==> config.mk <==
export PLATFORM = sky130hd
export DESIGN_NAME = div_arbiter_flat
export DESIGN_NICKNAME = d
export VERILOG_FILES = /design/src/rtl/div_arbiter_if.sv /design/src/rtl/div_arbiter.sv /design/src/flat_wrapper.sv
export SDC_FILE = /design/constraint.sdc
export NUM_CORES = 1
export LEC_CHECK = 0
export ABC_AREA = 1
export CORE_MARGIN = 3
export CORE_UTILIZATION = 25
export DETAILED_ROUTE_END_ITERATION = 10
export PLACE_DENSITY = 0.63
export SYNTH_ARGS = -nofsm -noshare
export SYNTH_HDL_FRONTEND = slang
export SYNTH_SLANG_ARGS = --single-unit
==> constraint.sdc <==
create_clock -name clk_i -period 2.6 [get_ports clk_i]
set_input_delay 0.39 -clock clk_i [delete_from_list [all_inputs] [get_ports clk_i]]
set_output_delay 0.39 -clock clk_i [all_outputs]
set_load 0.02 [all_outputs]
==> src/rtl/div_arbiter_if.sv <==
// div_arbiter_if: request/response handshake and divider-side bus of the
// shared-divider arbiter. The arbiter connects to the slave modport; the
// requesters and divider together form the master side.
interface div_arbiter_if;
  logic [1:0]  req_valid;
  logic [1:0]  req_ready;
  logic [31:0] req_a0;
  logic [31:0] req_a1;
  logic [31:0] req_b0;
  logic [31:0] req_b1;
  logic [1:0]  req_signed;
  logic [1:0]  resp_valid;
  logic [1:0]  resp_ready;
  logic [31:0] resp_q;
  logic [31:0] resp_r;
  logic        resp_ovf;
  logic        resp_err;
  logic        div_en;
  logic        div_sign;
  logic [31:0] div_a;
  logic [31:0] div_b;
  logic        div_busy;
  logic        div_done;
  logic        div_ovf;
  logic [31:0] div_q;
  logic [31:0] div_r;

  modport slave (
    input  req_valid, req_a0, req_a1, req_b0, req_b1, req_signed, resp_ready,
    input  div_busy, div_done, div_ovf, div_q, div_r,
    output req_ready, resp_valid, resp_q, resp_r, resp_ovf, resp_err,
    output div_en, div_sign, div_a, div_b
  );

  modport master (
    output req_valid, req_a0, req_a1, req_b0, req_b1, req_signed, resp_ready,
    output div_busy, div_done, div_ovf, div_q, div_r,
    input  req_ready, resp_valid, resp_q, resp_r, resp_ovf, resp_err,
    input  div_en, div_sign, div_a, div_b
  );
endinterface

==> src/rtl/div_arbiter.sv <==
// div_arbiter: two-port arbiter and sequencer for the shared 32-bit
// iterative divider. One request in flight at a time; the result is returned
// to the port that issued it. A watchdog turns a missing div_done into an
// error response after WAIT_MAX cycles.
// Optional feature: define DIV_ARB_RR_EN for round-robin tie-breaking;
// without it port 0 always wins a tie and there is no pointer register.
//
// state | meaning
// IDLE  | grant one requester, latch its operands on the handshake
// ISSUE | div_en high for this single cycle, watchdog cleared
// WAIT  | wait for div_done, or give up after WAIT_MAX cycles
// RESP  | hold result on the response bus until the owner consumes it
module div_arbiter #(
  parameter int WAIT_MAX = 40
) (
  input logic          clk_i,
  input logic          rst_i,
  div_arbiter_if.slave bus
);

  localparam int CW = (WAIT_MAX < 2) ? 1 : $clog2(WAIT_MAX);
  localparam logic [CW-1:0] WD_LAST = CW'(WAIT_MAX - 1);

  typedef enum logic [1:0] {
    ST_IDLE,
    ST_ISSUE,
    ST_WAIT,
    ST_RESP
  } state_t;

  state_t        state_q;
  logic          port_q;
  logic          sign_q;
  logic [31:0]   a_q;
  logic [31:0]   b_q;
  logic          div_en_q;
  logic [1:0]    resp_valid_q;
  logic [31:0]   resp_q_q;
  logic [31:0]   resp_r_q;
  logic          resp_ovf_q;
  logic          resp_err_q;
  logic [CW-1:0] wd_cnt_q;

  logic          gnt_any;
  logic          gnt_port;
  logic          unused_busy;

`ifdef DIV_ARB_RR_EN
  logic last_q;

  // Grant: a lone requester wins; on a tie serve the port not served last.
  always_comb begin
    gnt_any = |bus.req_valid;
    if (&bus.req_valid) gnt_port = ~last_q;
    else                gnt_port = ~bus.req_valid[0];
  end

  // Pointer remembers the port of every accepted request; port 1 after reset.
  always_ff @(posedge clk_i) begin
    if (rst_i)                              last_q <= 1'b1;
    else if (state_q == ST_IDLE && gnt_any) last_q <= gnt_port;
  end
`else
  // Grant: fixed priority, port 0 wins whenever it is requesting.
  always_comb begin
    gnt_any  = |bus.req_valid;
    gnt_port = ~bus.req_valid[0];
  end
`endif

  // Ready is offered only in IDLE and only to the granted port.
  assign bus.req_ready = (!rst_i && state_q == ST_IDLE && gnt_any) ?
                         {gnt_port, ~gnt_port} : 2'b00;

  // Sequencer: accept, pulse the divider, wait/watchdog, hold the response.
  always_ff @(posedge clk_i) begin
    if (rst_i) begin
      state_q      <= ST_IDLE;
      port_q       <= 1'b0;
      sign_q       <= 1'b0;
      a_q          <= '0;
      b_q          <= '0;
      div_en_q     <= 1'b0;
      resp_valid_q <= 2'b00;
      resp_q_q     <= '0;
      resp_r_q     <= '0;
      resp_ovf_q   <= 1'b0;
      resp_err_q   <= 1'b0;
      wd_cnt_q     <= '0;
    end else begin
      case (state_q)
        ST_IDLE: begin
          if (gnt_any) begin
            port_q   <= gnt_port;
            a_q      <= gnt_port ? bus.req_a1 : bus.req_a0;
            b_q      <= gnt_port ? bus.req_b1 : bus.req_b0;
            sign_q   <= bus.req_signed[gnt_port];
            div_en_q <= 1'b1;
            state_q  <= ST_ISSUE;
          end
        end
        ST_ISSUE: begin
          div_en_q <= 1'b0;
          wd_cnt_q <= '0;
          state_q  <= ST_WAIT;
        end
        ST_WAIT: begin
          if (bus.div_done) begin
            resp_q_q     <= bus.div_q;
            resp_r_q     <= bus.div_r;
            resp_ovf_q   <= bus.div_ovf;
            resp_err_q   <= 1'b0;
            resp_valid_q <= port_q ? 2'b10 : 2'b01;
            state_q      <= ST_RESP;
          end else if (wd_cnt_q == WD_LAST) begin
            // Divider never answered: report an error with a zeroed result.
            resp_q_q     <= '0;
            resp_r_q     <= '0;
            resp_ovf_q   <= 1'b0;
            resp_err_q   <= 1'b1;
            resp_valid_q <= port_q ? 2'b10 : 2'b01;
            state_q      <= ST_RESP;
          end else begin
            wd_cnt_q <= wd_cnt_q + CW'(1);
          end
        end
        ST_RESP: begin
          if (bus.resp_ready[port_q]) begin
            resp_valid_q <= 2'b00;
            state_q      <= ST_IDLE;
          end
        end
        default: state_q <= ST_IDLE;
      endcase
    end
  end

  // Operands come straight from the latched request so they cannot move
  // while the divider may still be sampling them.
  assign bus.div_en     = div_en_q;
  assign bus.div_sign   = sign_q;
  assign bus.div_a      = a_q;
  assign bus.div_b      = b_q;
  assign bus.resp_valid = resp_valid_q;
  assign bus.resp_q     = resp_q_q;
  assign bus.resp_r     = resp_r_q;
  assign bus.resp_ovf   = resp_ovf_q;
  assign bus.resp_err   = resp_err_q;

  // Divider busy is informational only; completion is signalled by div_done.
  assign unused_busy = bus.div_busy;

endmodule

==> src/flat_wrapper.sv <==
// flat-port wrapper written by rule: the top's interface ports become plain ports
module div_arbiter_flat 
#(
  parameter int WAIT_MAX = 40
)
  (clk_i, rst_i, bus_req_valid, bus_req_a0, bus_req_a1, bus_req_b0, bus_req_b1, bus_req_signed, bus_resp_ready, bus_div_busy, bus_div_done, bus_div_ovf, bus_div_q, bus_div_r, bus_req_ready, bus_resp_valid, bus_resp_q, bus_resp_r, bus_resp_ovf, bus_resp_err, bus_div_en, bus_div_sign, bus_div_a, bus_div_b);
  div_arbiter_if bus_i ();
  input logic clk_i;
  input logic rst_i;
  input wire logic [$bits(bus_i.req_valid)-1:0] bus_req_valid;
  input wire logic [$bits(bus_i.req_a0)-1:0] bus_req_a0;
  input wire logic [$bits(bus_i.req_a1)-1:0] bus_req_a1;
  input wire logic [$bits(bus_i.req_b0)-1:0] bus_req_b0;
  input wire logic [$bits(bus_i.req_b1)-1:0] bus_req_b1;
  input wire logic [$bits(bus_i.req_signed)-1:0] bus_req_signed;
  input wire logic [$bits(bus_i.resp_ready)-1:0] bus_resp_ready;
  input wire logic [$bits(bus_i.div_busy)-1:0] bus_div_busy;
  input wire logic [$bits(bus_i.div_done)-1:0] bus_div_done;
  input wire logic [$bits(bus_i.div_ovf)-1:0] bus_div_ovf;
  input wire logic [$bits(bus_i.div_q)-1:0] bus_div_q;
  input wire logic [$bits(bus_i.div_r)-1:0] bus_div_r;
  output wire logic [$bits(bus_i.req_ready)-1:0] bus_req_ready;
  output wire logic [$bits(bus_i.resp_valid)-1:0] bus_resp_valid;
  output wire logic [$bits(bus_i.resp_q)-1:0] bus_resp_q;
  output wire logic [$bits(bus_i.resp_r)-1:0] bus_resp_r;
  output wire logic [$bits(bus_i.resp_ovf)-1:0] bus_resp_ovf;
  output wire logic [$bits(bus_i.resp_err)-1:0] bus_resp_err;
  output wire logic [$bits(bus_i.div_en)-1:0] bus_div_en;
  output wire logic [$bits(bus_i.div_sign)-1:0] bus_div_sign;
  output wire logic [$bits(bus_i.div_a)-1:0] bus_div_a;
  output wire logic [$bits(bus_i.div_b)-1:0] bus_div_b;
  assign bus_i.req_valid = bus_req_valid;
  assign bus_i.req_a0 = bus_req_a0;
  assign bus_i.req_a1 = bus_req_a1;
  assign bus_i.req_b0 = bus_req_b0;
  assign bus_i.req_b1 = bus_req_b1;
  assign bus_i.req_signed = bus_req_signed;
  assign bus_i.resp_ready = bus_resp_ready;
  assign bus_i.div_busy = bus_div_busy;
  assign bus_i.div_done = bus_div_done;
  assign bus_i.div_ovf = bus_div_ovf;
  assign bus_i.div_q = bus_div_q;
  assign bus_i.div_r = bus_div_r;
  assign bus_req_ready = bus_i.req_ready;
  assign bus_resp_valid = bus_i.resp_valid;
  assign bus_resp_q = bus_i.resp_q;
  assign bus_resp_r = bus_i.resp_r;
  assign bus_resp_ovf = bus_i.resp_ovf;
  assign bus_resp_err = bus_i.resp_err;
  assign bus_div_en = bus_i.div_en;
  assign bus_div_sign = bus_i.div_sign;
  assign bus_div_a = bus_i.div_a;
  assign bus_div_b = bus_i.div_b;
  div_arbiter #(.WAIT_MAX(WAIT_MAX)) u_core (.clk_i(clk_i), .rst_i(rst_i), .bus(bus_i));
endmodule
# After elaboration in Yosys (flattened, before gate mapping)

Index checks and enable logic that the tools add are counted.
Widths: inputs -> output; s select.

Register bits after elaboration: 143
Bits in read-only memories: 0
Input port bits: 203
Bits in latches: 0
Output and inout port bits: 136
Bits in writable memories: 0
Memories kept: 0

Div/mod/pow operators: 0
Eq/ne operators: 9
Multiply operators: 0
Add/subtract/negate cells: 1
Mux-type cells: 28
Magnitude comparators: 2
Shift operators: 0
Bitwise logic cells: 1
Reduce and logical (&&, ||, !) cells: 15

Operator list:

| cell                | count |
|---|---|
| $mux 32             | 5 |
| $mux 2              | 8 |
| $mux 6              | 2 |
| $pmux 6 s2          | 1 |
| $mux 1              | 9 |
| $reduce_and 3->1    | 3 |
| $pmux 2 s4          | 1 |
| $reduce_bool 2->1   | 4 |
| $add 6x1->6 const B | 1 |
| $eq 6x6->1 const B  | 1 |
| $reduce_and 2->1    | 3 |
| $eq 2x2->1 const B  | 2 |
| $lt 1x2->1 const B  | 2 |
| $ne 2x1->1 const B  | 2 |
| $ne 2x2->1 const B  | 2 |
| $pmux 2 s2          | 1 |
| $ne 3x2->1 const B  | 1 |
| $eq 2x1->1 const B  | 1 |
| $logic_and 1x1->1   | 2 |
| $logic_not 2->1     | 1 |
| $pmux 1 s2          | 1 |
| $reduce_or 2->1     | 1 |
| $logic_not 1->1     | 1 |
| $not 1->1           | 1 |

# Depth between registers and ports, before layout

Depth after elaboration: 4
Gate-level depth with buffers: 10
Mapped depth without buffers: 9

# Worst setup path before layout

No wires, ideal clock.

Kind: flip-flop to output port
From: register u_core.state_q[0]
To: output port bus_req_ready[1]
Required time: 2.210 ns
Setup slack: 0.787 ns
Arrival time: 1.423 ns
Cell stages (with the launch flop): 9
Cells stage by stage: dfxtp_1 inv_1 ha_1 inv_1 nor2_4 buf_4 buf_6 nand2_1 nor2_1

Cells in the longest elaborated chain, start to end: 4

Ends and longest elaborated chain:

| item                            | line               | RTL |
|---|---|---|
| start, declared                 | div_arbiter.sv:31  | `state_t state_q;` |
| start signal, assigned          | div_arbiter.sv:78  | `state_q <= ST_IDLE;` |
| start signal, assigned          | div_arbiter.sv:99  | `state_q <= ST_ISSUE;` |
| start signal, assigned          | div_arbiter.sv:105 | `state_q <= ST_WAIT;` |
| $logic_not 2->1                 | div_arbiter.sv:72  | `assign bus.req_ready = (!rst_i && state_q == ST_IDLE && gnt_any) ?` |
| $logic_and 1x1->1 (2 in series) | div_arbiter.sv:72  |  |
| $mux 2                          | div_arbiter.sv:72  |  |
| end, declared                   | flat_wrapper.sv:22 | `output wire logic [$bits(bus_i.req_ready)-1:0] bus_req_ready;` |

No other way between the ends.

# Final worst setup path

Same ends and word-level chain as after synthesis.

==> flow_summary.yaml <==
clock_network:
  cts_buffers: 17
  clk_latency_ns: 0.42
  cts_buffer_depth: 2
  clock_sinks: 143
  clockRootBuffer: "clkbuf_16"
  postCtsSetupBuffers: 0
  htreeDepth: 4
  cts-resized-gates: 0
  cts_tree: "built"
  ctsHoldBuffers: 0
  clkTransAtPathRegs_ns: 0.07
route:
  first_pass_iters: 4
  ant_nets: 0
  avgViaCountPerCell: 4.50
  wire_per_inst_microns: 15.0
  vias: 6124
  wl_microns: 20400
  drt_iter0_drc: 330
  drc_errors: 0
sta:
  layout_min_cycle_time_ns: 2.47
  worst_hold_slack_ns: 0.338
  rsz0062_at_grt: "false"
  tns_ns: 0
  clock_skew_ns: 0.0131
  fmax_mhz: 406
  finalCritPeriodShare_pct: 94.8
  max_slew.worst_pin.slew_ns: 0.766
  final_hold_viol_count: 0
  setup_ws_ns: 0.134
  maxSlewViolCount: 0
  finalSetupViolations: 0
  relSlewSlack_pct: 48.9
cells_and_area:
  diodes: 0
  final_cell_mix: "clkdlybuf4s50_1 (335), nand2_1 (285), dfxtp_1 (143)"
  n_fill_cell: 2215
  post-route-util_pct: 44.3
  mostFrequentLayoutCell: "clkdlybuf4s50_1"
  drive_gt1_share_pct: 5.08
  seq_area_sq_mm: 0.00286
  syn_to_final_growth_pct: 71.5
  finalNetCount: 1277
  multiInputGateArea_sq_mm: 0.00248
global_route:
  grt_pass1_vias: 5720
  grt.total_usage_pct: 15.8
  gr-total-overflow: 0
  grt_pass1_wl_microns: 31000
  antenna_found_initial: 2
  grt_max_degree: 133
setup_path:
  cp.depth: 7
  max_stage_delay_ns: 0.64
  crit_fanout: 4
  cp_common_cell: "inv_1"
  r2r-end: "u_core.bus.resp_q[14]$_SDFFE_PP0P_"
  worst_path_max_delay_cell: "clkdlybuf4s50_1"
  r2r_start: "u_core.state_q[0]$_SDFFE_PP0P_"
  regToRegSetupSlack_ns: 0.85
  path_buf_inv: 3
  required_ns: 2.21
  crit_path_end_kind: "primary output"
  ff2ff_path_depth: 7
  crit_chain: "inv_1 -> ha_1 -> inv_1 -> nor2_4 -> nand2_1 -> nor2_1 -> clkdlybuf4s50_1"
  criticalPathCategory: "register to primary output"
  path_delay_family: "buffers and inverters"
  critPathArrivalTime_ns: 2.08
  start_kind: "register"
place:
  numPortBuffers: 337
  gpl.final_weighted_congestion: 0.785
  dpl_worst_slack_ns: 0.383
  hpwl_microns: 14500
floorplan:
  pin_count: 339
  start_util_pct: 25.8
  fp.dieW_microns: 158
  die_y_microns: 158
  coreArea_sq_mm: 0.0222
  placementRows: 54
  die_area_sq_mm: 0.0248
pwr:
  peakVddDrop_uv: 556
  powerDensity_mw_per_mm2: 908
  leakagePower_nw: 3.68
  finalPower_w: 0.00894
synth:
  ys_ff_latch: 143
  synth_top_area_share_pct: 49.8
  synth_area_leader_cell: "dfxtp_1"
  synth_area_sq_mm: 0.00574
  synth.area.top_cells: "dfxtp_1 (50%), nand2_1 (19%), a31oi_1 (7.1%)"
  synth_seq_area_share_pct: 49.8
  ys_types: 23
  syn_nets: 972
  syn_avg_cell_area_sq_um: 7.52
  syn_inst: 764
  synth_warnings: 0
worst_hold_path:
  min_path_cells: 4
  min_to: "u_core.bus.div_en$_SDFFE_PP0P_"
  holdCritStartpoint: "bus_req_valid[0]"
  hold_class: "primary input to register"
status:
  status: "completed"
flow_run:
  drv_cap: 0
registers in the layout, summed over array words and instances, names as in the netlist:
| signal | cells |
|---|---|
| u_core.bus.resp_err | 1 |
| u_core.bus.div_a | 32 |
| u_core.bus.div_en | 1 |
| u_core.bus.resp_ovf | 1 |
| u_core.wd_cnt_q | 6 |
| u_core.bus.div_sign | 1 |
| u_core.bus.resp_valid | 2 |
| u_core.bus.resp_q | 32 |
| u_core.bus.div_b | 32 |
| u_core.port_q | 1 |
| u_core.state_q | 2 |
| u_core.bus.resp_r | 32 |
through the flow:
step	std cells	area, sq um
6_report	1362	9850
3_5_place_dp	1330	9240
4_1_cts	1362	9850
2_1_floorplan	764	5740
3_3_place_gp	1330	9240
5_1_grt	1362	9850
power by group:
group | switching (W) | internal (W)
Clock | 0.00103 | 0.00149
Combinational | 0.00189 | 0.00155
Sequential | 0.000262 | 0.00272
worst reg2reg max path, cell delays in order (launching register included):
cell and delay, ns:
dfxtp_1 0.33, inv_1 0.09, ha_1 0.33, nand2_1 0.11
inv_2 0.19, buf_4 0.35, nand2_1 0.13, a21oi_1 0.15
per-layer routing:
metal | global-route usage, % | routed length [microns] | vias to the layer above
met3 | 7.78 | 2370 | 13
met4 | 3.47 | 176 | 2
met5 | 0 | 11 | -
met1 | 18.1 | 8290 | 2712
li1 | - | - | 3143
met2 | 26.8 | 9560 | 254
final cells by class:
type	count	share of cell area, %
Timing Repair Buffer	346	35.3
Clock buffer	20	4.64
Tap cell	280	3.56
Multi-Input combinational cell	542	25.1
Sequential cell	143	29.1
Clock inverter	12	1.51
Inverter	19	0.724
Yosys cell counts (all sizes together):
| cell | count |
|---|---|
| o21ai | 68 |
| buf | 34 |
| o22ai | 1 |
| o21bai | 1 |
| nor2 | 21 |
| a31oi | 65 |
| a21oi | 76 |
| or2 | 1 |
| a21boi | 1 |
| ha | 5 |
| clkbuf | 26 |
| dfxtp | 143 |
| nor3 | 1 |
| inv | 19 |
| nand3 | 13 |
| nand2 | 289 |
how the worst max path moves through the flow:
| stage | start | endpoint | slack [ns] |
|---|---|---|---|
| final | u_core.state_q[0]$_SDFFE_PP0P_ | bus_req_ready[1] | 0.13 |
| after global routing | u_core.state_q[0]$_SDFFE_PP0P_ | bus_req_ready[1] | 0.009 |
| after CTS | u_core.state_q[0]$_SDFFE_PP0P_ | bus_req_ready[1] | 0.11 |
| after detailed placement | bus_req_valid[1] | bus_req_ready[1] | 0.38 |
| after global placement | bus_req_valid[1] | bus_req_ready[1] | 0.38 |
| after floorplan | u_core.state_q[0]$_SDFFE_PP0P_ | bus_req_ready[1] | 0.79 |
kinds of logic (layout without fill, tap and decap cells):
| logic type | Yosys count | count (layout) | share of synthesized area (%) |
|---|---|---|---|
| simple gates | 325 | 325 | 22.0 |
| compound gates | 212 | 212 | 20.0 |
| flops | 143 | 143 | 49.8 |
| buf+inv | 79 | 397 | 7.04 |
| fa+ha+maj | 5 | 5 | 1.09 |
Power figures use the tool's default switching activity.
